--- config.mk ---
export PLATFORM = sky130hd
export DESIGN_NAME = fetch_redirect_flat
export DESIGN_NICKNAME = d
export VERILOG_FILES = /design/src/rtl/fetch_redirect_if.sv /design/src/rtl/fetch_redirect.sv /design/src/flat_wrapper.sv
export SDC_FILE = /design/constraint.sdc
export NUM_CORES = 1
export LEC_CHECK = 0
export ABC_AREA = 0
export CORE_MARGIN = 2
export CORE_UTILIZATION = 51
export CTS_CLUSTER_DIAMETER = 30
export CTS_CLUSTER_SIZE = 20
export DETAILED_ROUTE_END_ITERATION = 8
export HOLD_SLACK_MARGIN = 0.1
export PLACE_DENSITY = 0.84
export SLEW_MARGIN = 20
export SYNTH_ARGS = -nofsm -noshare
export SYNTH_HDL_FRONTEND = slang
export SYNTH_SLANG_ARGS = --single-unit
--- constraint.sdc ---
create_clock -name clk -period 2.7 [get_ports clk]
set_input_delay 0.27 -clock clk [delete_from_list [all_inputs] [get_ports clk]]
set_output_delay 0.27 -clock clk [all_outputs]
set_load 0.02 [all_outputs]
--- src/rtl/fetch_redirect_if.sv ---
// Fetch-redirect bundle: execute-stage redirect request in, fetch address and pipeline control out.
// DbgState mirrors the internal FSM state (BOOT=0, RUN=1, HOLD=2, FLUSH=3) so checkers can bind to it.
interface fetch_redirect_if;
    logic        Stall;
    logic        Diverge;
    logic        ExValid;
    logic [31:0] Target;
    logic [31:0] PC;
    logic        FetchValid;
    logic        Flush;
    logic [15:0] RedirectCount;
    logic [1:0]  DbgState;

    // Inputs are level signals sampled on every rising clk edge; there is no
    // valid/ready handshake, and Stall alone back-pressures the fetch address.
    modport master (
        output Stall, Diverge, ExValid, Target,
        input  PC, FetchValid, Flush, RedirectCount, DbgState
    );

    modport slave (
        input  Stall, Diverge, ExValid, Target,
        output PC, FetchValid, Flush, RedirectCount, DbgState
    );
endinterface

--- src/rtl/fetch_redirect.sv ---
// Fetch PC sequencer: sequential fetch, taken-branch redirect with a one-cycle flush,
// and a redirect held over a stall until memory is ready again.
module fetch_redirect #(
    parameter logic [31:0] RESET_PC = 32'h4000_0000
) (
    input  logic            clk,
    input  logic            rst,
    fetch_redirect_if.slave bus
);

    typedef enum logic [1:0] {
        BOOT  = 2'd0,
        RUN   = 2'd1,
        HOLD  = 2'd2,
        FLUSH = 2'd3
    } state_e;

    state_e      state_q, state_d;
    logic [31:0] pc_q, pc_d;
    logic [31:0] pend_q, pend_d;
    logic        fv_q, fv_d;
    logic        flush_q, flush_d;
    logic [15:0] redirect_cnt_q, redirect_cnt_d;

    logic        taken;
    logic        enter_flush;
    logic [31:0] tgt_aligned;
    logic [31:0] pc_inc;

    assign taken       = bus.Diverge & bus.ExValid;
    assign tgt_aligned = {bus.Target[31:2], 2'b00};
    assign pc_inc      = pc_q + 32'd4;

    always_comb begin
        state_d     = state_q;
        pc_d        = pc_q;
        pend_d      = pend_q;
        fv_d        = fv_q;
        enter_flush = 1'b0;
        case (state_q)
            BOOT: begin
                state_d = RUN;
                fv_d    = ~bus.Stall;
                if (!bus.Stall) pc_d = pc_inc;
            end
            RUN: begin
                if (!bus.Stall) begin
                    if (taken) begin
                        pc_d        = tgt_aligned;
                        state_d     = FLUSH;
                        fv_d        = 1'b0;
                        enter_flush = 1'b1;
                    end else begin
                        pc_d = pc_inc;
                        fv_d = 1'b1;
                    end
                end else if (taken) begin
                    pend_d  = tgt_aligned;
                    state_d = HOLD;
                end
            end
            HOLD: begin
                // First latched target wins; later Diverge/Target are ignored here.
                if (!bus.Stall) begin
                    pc_d        = pend_q;
                    state_d     = FLUSH;
                    fv_d        = 1'b0;
                    enter_flush = 1'b1;
                end
            end
            FLUSH: begin
                // The cycle after FLUSH still returns a wrong-path word, hence fv stays low.
                fv_d = 1'b0;
                if (!bus.Stall) begin
                    pc_d    = pc_inc;
                    state_d = RUN;
                end
            end
            default: state_d = BOOT;
        endcase

        flush_d = (state_d == FLUSH);

        redirect_cnt_d = redirect_cnt_q;
        if (enter_flush && (redirect_cnt_q != 16'hFFFF)) begin
            redirect_cnt_d = redirect_cnt_q + 16'd1;
        end
    end

    always_ff @(posedge clk) begin
        if (rst) begin
            state_q        <= BOOT;
            pc_q           <= RESET_PC;
            pend_q         <= 32'd0;
            fv_q           <= 1'b0;
            flush_q        <= 1'b0;
            redirect_cnt_q <= 16'd0;
        end else begin
            state_q        <= state_d;
            pc_q           <= pc_d;
            pend_q         <= pend_d;
            fv_q           <= fv_d;
            flush_q        <= flush_d;
            redirect_cnt_q <= redirect_cnt_d;
        end
    end

    assign bus.PC            = pc_q;
    assign bus.FetchValid    = fv_q;
    assign bus.Flush         = flush_q;
    assign bus.RedirectCount = redirect_cnt_q;
    assign bus.DbgState      = state_q;

endmodule

--- src/flat_wrapper.sv ---
// flat-port wrapper written by rule: the top's interface ports become plain ports
module fetch_redirect_flat 
#(
    parameter logic [31:0] RESET_PC = 32'h4000_0000
)
  (clk, rst, bus_Stall, bus_Diverge, bus_ExValid, bus_Target, bus_PC, bus_FetchValid, bus_Flush, bus_RedirectCount, bus_DbgState);
  fetch_redirect_if bus_i ();
  input  logic clk;
  input  logic rst;
  input wire logic [$bits(bus_i.Stall)-1:0] bus_Stall;
  input wire logic [$bits(bus_i.Diverge)-1:0] bus_Diverge;
  input wire logic [$bits(bus_i.ExValid)-1:0] bus_ExValid;
  input wire logic [$bits(bus_i.Target)-1:0] bus_Target;
  output wire logic [$bits(bus_i.PC)-1:0] bus_PC;
  output wire logic [$bits(bus_i.FetchValid)-1:0] bus_FetchValid;
  output wire logic [$bits(bus_i.Flush)-1:0] bus_Flush;
  output wire logic [$bits(bus_i.RedirectCount)-1:0] bus_RedirectCount;
  output wire logic [$bits(bus_i.DbgState)-1:0] bus_DbgState;
  assign bus_i.Stall = bus_Stall;
  assign bus_i.Diverge = bus_Diverge;
  assign bus_i.ExValid = bus_ExValid;
  assign bus_i.Target = bus_Target;
  assign bus_PC = bus_i.PC;
  assign bus_FetchValid = bus_i.FetchValid;
  assign bus_Flush = bus_i.Flush;
  assign bus_RedirectCount = bus_i.RedirectCount;
  assign bus_DbgState = bus_i.DbgState;
  fetch_redirect #(.RESET_PC(RESET_PC)) u_core (.clk(clk), .rst(rst), .bus(bus_i));
endmodule
# Word level (Yosys, flattened, before mapping)
# Cells that the tools add are included.
[totals]
reg_bits = 82
elab_cells = 43
[classes]
n_eq_ne = 8
reduce_logical = 6
n_mux = 19
n_addsub = 2
n_bitwise = 2
[op_table]
columns = ["op", "n"]
rows = [
  ["$mux W32", 4],
  ["$pmux W32 S3", 1],
  ["$add A32 B3 Y32 const B", 1],
  ["$add A16 B1 Y16 const B", 1],
  ["$ne A16 B16 Y1 const B", 1],
  ["$mux W2", 5],
  ["$pmux W2 S4", 1],
  ["$eq A2 B2 Y1 const B", 3],
  ["$mux W1", 6],
  ["$ne A2 B2 Y1 const B", 3],
  ["$reduce_and A3 Y1", 2],
  ["$pmux W1 S4", 1],
  ["$eq A2 B1 Y1 const B", 1],
  ["$logic_not A2 Y1", 1],
  ["$pmux W1 S2", 1],
  ["$reduce_and A2 Y1", 1],
  ["$reduce_or A2 Y1", 1],
  ["$and A1 B1 Y1", 1],
  ["$logic_and A1 B1 Y1", 1],
  ["$not A1 Y1", 1],
]

# Longest topological paths before layout
[logic_depth]
ltp_word = 5
mapped_depth = 10

# Least setup slack after synthesis
# Ideal clock, no wire load.
[synth_path]
path_type = "reg2reg"
start = "reg u_core.state_q[1] (netlist: u_core.bus.DbgState[1])"
end = "reg u_core.pc_q[31] (netlist: u_core.bus.PC[31])"
arrival_time_ns = 2.164
t_required_ns = 2.626
path_stages_with_launch = 9
setup_time_ns = 0.074
slack_ns = 0.462
n_path_buf = 1
path_cell_list = "dfxtp_1 -> inv_1 -> ha_1 -> and3_1 -> buf_2 -> nor2_1 -> nand3_2 -> or4b_1 -> a31oi_1"
[synth_via]
elab_chain_cells = 4
word_cells_on_any_way = 10
[synth_rtl]
columns = ["element", "line", "text"]
rows = [
  ["start: declaration", "fetch_redirect.sv:18", "state_e state_q, state_d;"],
  ["start signal: assignment", "fetch_redirect.sv:99", "state_q <= state_d;"],
  ["$eq A2 B2 Y1 or $logic_not A2 Y1 (tied branches)", "fetch_redirect.sv:40", "case (state_q)"],
  ["$reduce_or A2 Y1 (no source line)", "n/a", ""],
  ["$ne A2 B2 Y1 (no source line)", "n/a", ""],
  ["$reduce_and A3 Y1 (no source line)", "n/a", ""],
  ["end signal: assignment", "fetch_redirect.sv:100", "pc_q <= pc_d;"],
  ["end: declaration", "fetch_redirect.sv:19", "logic [31:0] pc_q, pc_d;"],
]
# Several ways; a longest one is shown, not always the timed one.
# A chain may end at the register's enable or synchronous reset.

# Worst setup path after layout
# Ends and elaborated chain as after synthesis.

==> out/metrics.yaml <==
status:
  status: "finished, final reports clean"
floorplanning:
  core_um2: 7770
  rows: 32
  fp.dieH_um: 94.0
  io_pins: 89
  die_area_um2: 8830
  die_w_um: 94.0
  start_util: 0.532
detailed_routing:
  top_layer: "met4"
  drt_iter0_drc: 319
  routed_wl_mm: 11.4
  dr_wl_met2_mm: 5.56
  drc: 0
  dr.pass1.iters: 5
  dr_total_vias: 4324
  met1_length_mm: 4.84
  dr_wl_met3_um: 789
  wire_per_inst_um: 16.1
  avgViaCountPerCell: 6.11
  route.antenna.remaining_nets: 0
clock_network:
  numCtsBuffers: 9
  hold_buffers: 0
  cts_tree: "done"
  cts.sinks: 80
  cts_max_path_buffers: 2
  clk_pin_slew_ns: 0.08
  clk_latency_ns: 0.36
  cts_setup_buffers: 0
  cts_resized: 0
  cts_root_buf: "clkbuf_8"
  htreeDepth: 3
cells_and_area:
  fill_cells: 647
  syn_to_final_growth_pct: 27.7
  fin_cells: 708
  layout_common_cells: "clkdlybuf4s50_1, dfxtp_1, nand2_1, a21oi_1, nor2_1"
  nets: 645
  post-route-util: 0.679
  drive_above_1_share: 0.0710
  layout_commonest_cell: "clkdlybuf4s50_1"
  design_area_um2: 5270
  antenna_cells: 0
synthesis:
  synth_cells: 522
  yosys.area.top_type: "dfxtp_1"
  synth_top_area_frac: 0.388
  synth_edf_count: 0
  synth.avg_cell_area_um2: 7.91
  ys.flop_type: "dfxtp_1"
  ys_types: 55
  ys_seq_area_frac: 0.388
  synth-async-reset-ratio: 0
  synth_area_leaders: "dfxtp_1, nand2_1, a21oi_1, a22oi_1, nor2_1"
  ys_ff_latch: 80
  synth_warnings: 0
  syn_area_um2: 4130
timing:
  rsz0062_at_grt: "false"
  max_freq_ghz: 0.397
  hold_viol_final: 0
  skew_ns: 0.00816
  worst_pin_slew_ns: 0.902
  finalSetupViolations: 0
  setup_tns_ns: 0
  period_share: 0.933
  relSlewSlack: 0.399
  finalMaxSlewViolations: 0
  fin_crit_ns: 2.52
worst_setup_path:
  critical_path.top_delay_family: "simple AND/OR/NAND/NOR gates"
  crit_buf_inv: 1
  crit_cells: 7
  cp_cell_sequence: "inv_1, ha_1, and3_1, nor2_1, nand3_2, or4b_1, a31oi_1"
  cp_max_fo: 8
  cp_slowest_cell: "or4b_1"
  start_kind: "flop"
  required_ns: 2.97
  crit_type: "flop to flop"
  r2r_cells: 7
  worst_ep_arrival_time_ns: 2.79
  max_stage_delay_ns: 0.50
  worstSetupEndpointType: "flop"
global_routing:
  grt_max_degree: 48
  grt_pass1_wl_mm: 18.7
  grt_usage: 0.263
  grt_antenna_before_repair: 0
  grt_pass1_vias: 4099
  grt_overflow_total: 0
pwr:
  power.total_mw: 2.40
  p_per_area_nw_per_um2: 455
  seqPwrFrac: 0.516
  p_int_mw: 1.71
  leakagePower_nw: 1.73
  swShare: 0.289
  p_switching_mw: 0.695
  p_comb_frac: 0.152
  ir_drop_uv: 288
  p_clk_frac: 0.332
placed_design:
  place_congestion: 0.866
  dp_cells: 692
  place_area_um2: 5100
  port_buffers: 84
  dp.final_hpwl_mm: 7.85
worst_hold_path:
  min_path_type: "flop to flop"
  hold_path_depth: 2
job:
  maxCapViolCount: 0
## Yosys cell counts, drive strengths merged, types with 2 or more instances
master,count
a21o,9
a222oi,5
nand4,14
o31a,3
a22o,6
o311ai,2
a211oi,9
nor3b,6
nor2b,6
nor3,13
a2111oi,3
and2,3
a2bb2oi,4
or4b,2
or3,6
inv,12
and3,8
o41ai,2
a32o,6
nor4,7
nand2b,4
a22oi,19
nand3,17
dfxtp,80
ha,7
clkbuf,32
a21oi,51
o21ai,26
buf,5
a31oi,9
nand4b,2
xor2,2
xnor2,10
o31ai,4
nand2,79
nor2,37
## path summary, 6_finish.rpt
kind	from	end	slack, ns
setup / recovery	u_core.bus.DbgState[1]	u_core.bus.PC[31]	0.18
hold / removal	u_core.pend_q[15]	u_core.pend_q[15]	0.46
setup reg to reg	u_core.bus.DbgState[1]	u_core.bus.PC[31]	0.18
hold reg to reg	u_core.pend_q[15]	u_core.pend_q[15]	0.46
## logic make-up after synthesis
kind of cell               Yosys count  share of synthesized area
and+or+nand+nor                    206                      0.247
muxes                                2                    0.00515
DFF                                 80                      0.388
AOI/OAI and AO/OA                  165                      0.265
xor gates and xnor gates            12                     0.0255
other                                1                   0.000908
buffers and inverters               49                     0.0467
adders and majority gates            7                     0.0212
## per-layer routing
layer | GRT usage | vias up
li1 | - | 2076
met1 | 0.336 | 2055
met2 | 0.430 | 166
met3 | 0.0570 | 27
met4 | 0.109 | 0
met5 | 0 | -
## area by class of cell
type                            count  area, um2  area share
Tap cell                          102        128      0.0242
Inverter                           12       45.0     0.00854
Clock inverter                      6       45.0     0.00854
Clock buffer                       10        128      0.0242
Multi-Input combinational cell    394       2340       0.444
Sequential cell                    80       1600       0.304
Timing Repair Buffer              104        986       0.187
## tightest hold or removal path, stage by stage, from the launching register on
cell and delay [ns]:
dfxtp_1 0.32, nand2_1 0.05, a21oi_1 0.05
## state kept, by name, indices dropped and copies added (netlist names)
signal / count
u_core.bus.PC: 30
u_core.pend_q: 30
u_core.bus.RedirectCount: 16
u_core.bus.DbgState: 2
u_core.bus.FetchValid: 1
u_core.bus.Flush: 1
## power by group through the flow
stage	Combinational, mW	Clock [mW]	Sequential, mW
finish	0.364	0.796	1.24
global route	0.397	0.862	1.24
CTS	0.361	0.809	1.24
detailed placement	0.360	0	1.27
global placement	0.351	0	1.26
floorplan	0.180	0	1.28
## stage by stage
step                      worst slack, ns  hold WS (ns)
after global routing               0.0289         0.479
after CTS                           0.235         0.461
after floorplan                     0.462         0.406
after global placement              0.351         0.441
final                               0.180         0.457
after detailed placement            0.256         0.448
No activity file was read; power rests on OpenSTA's default activity.
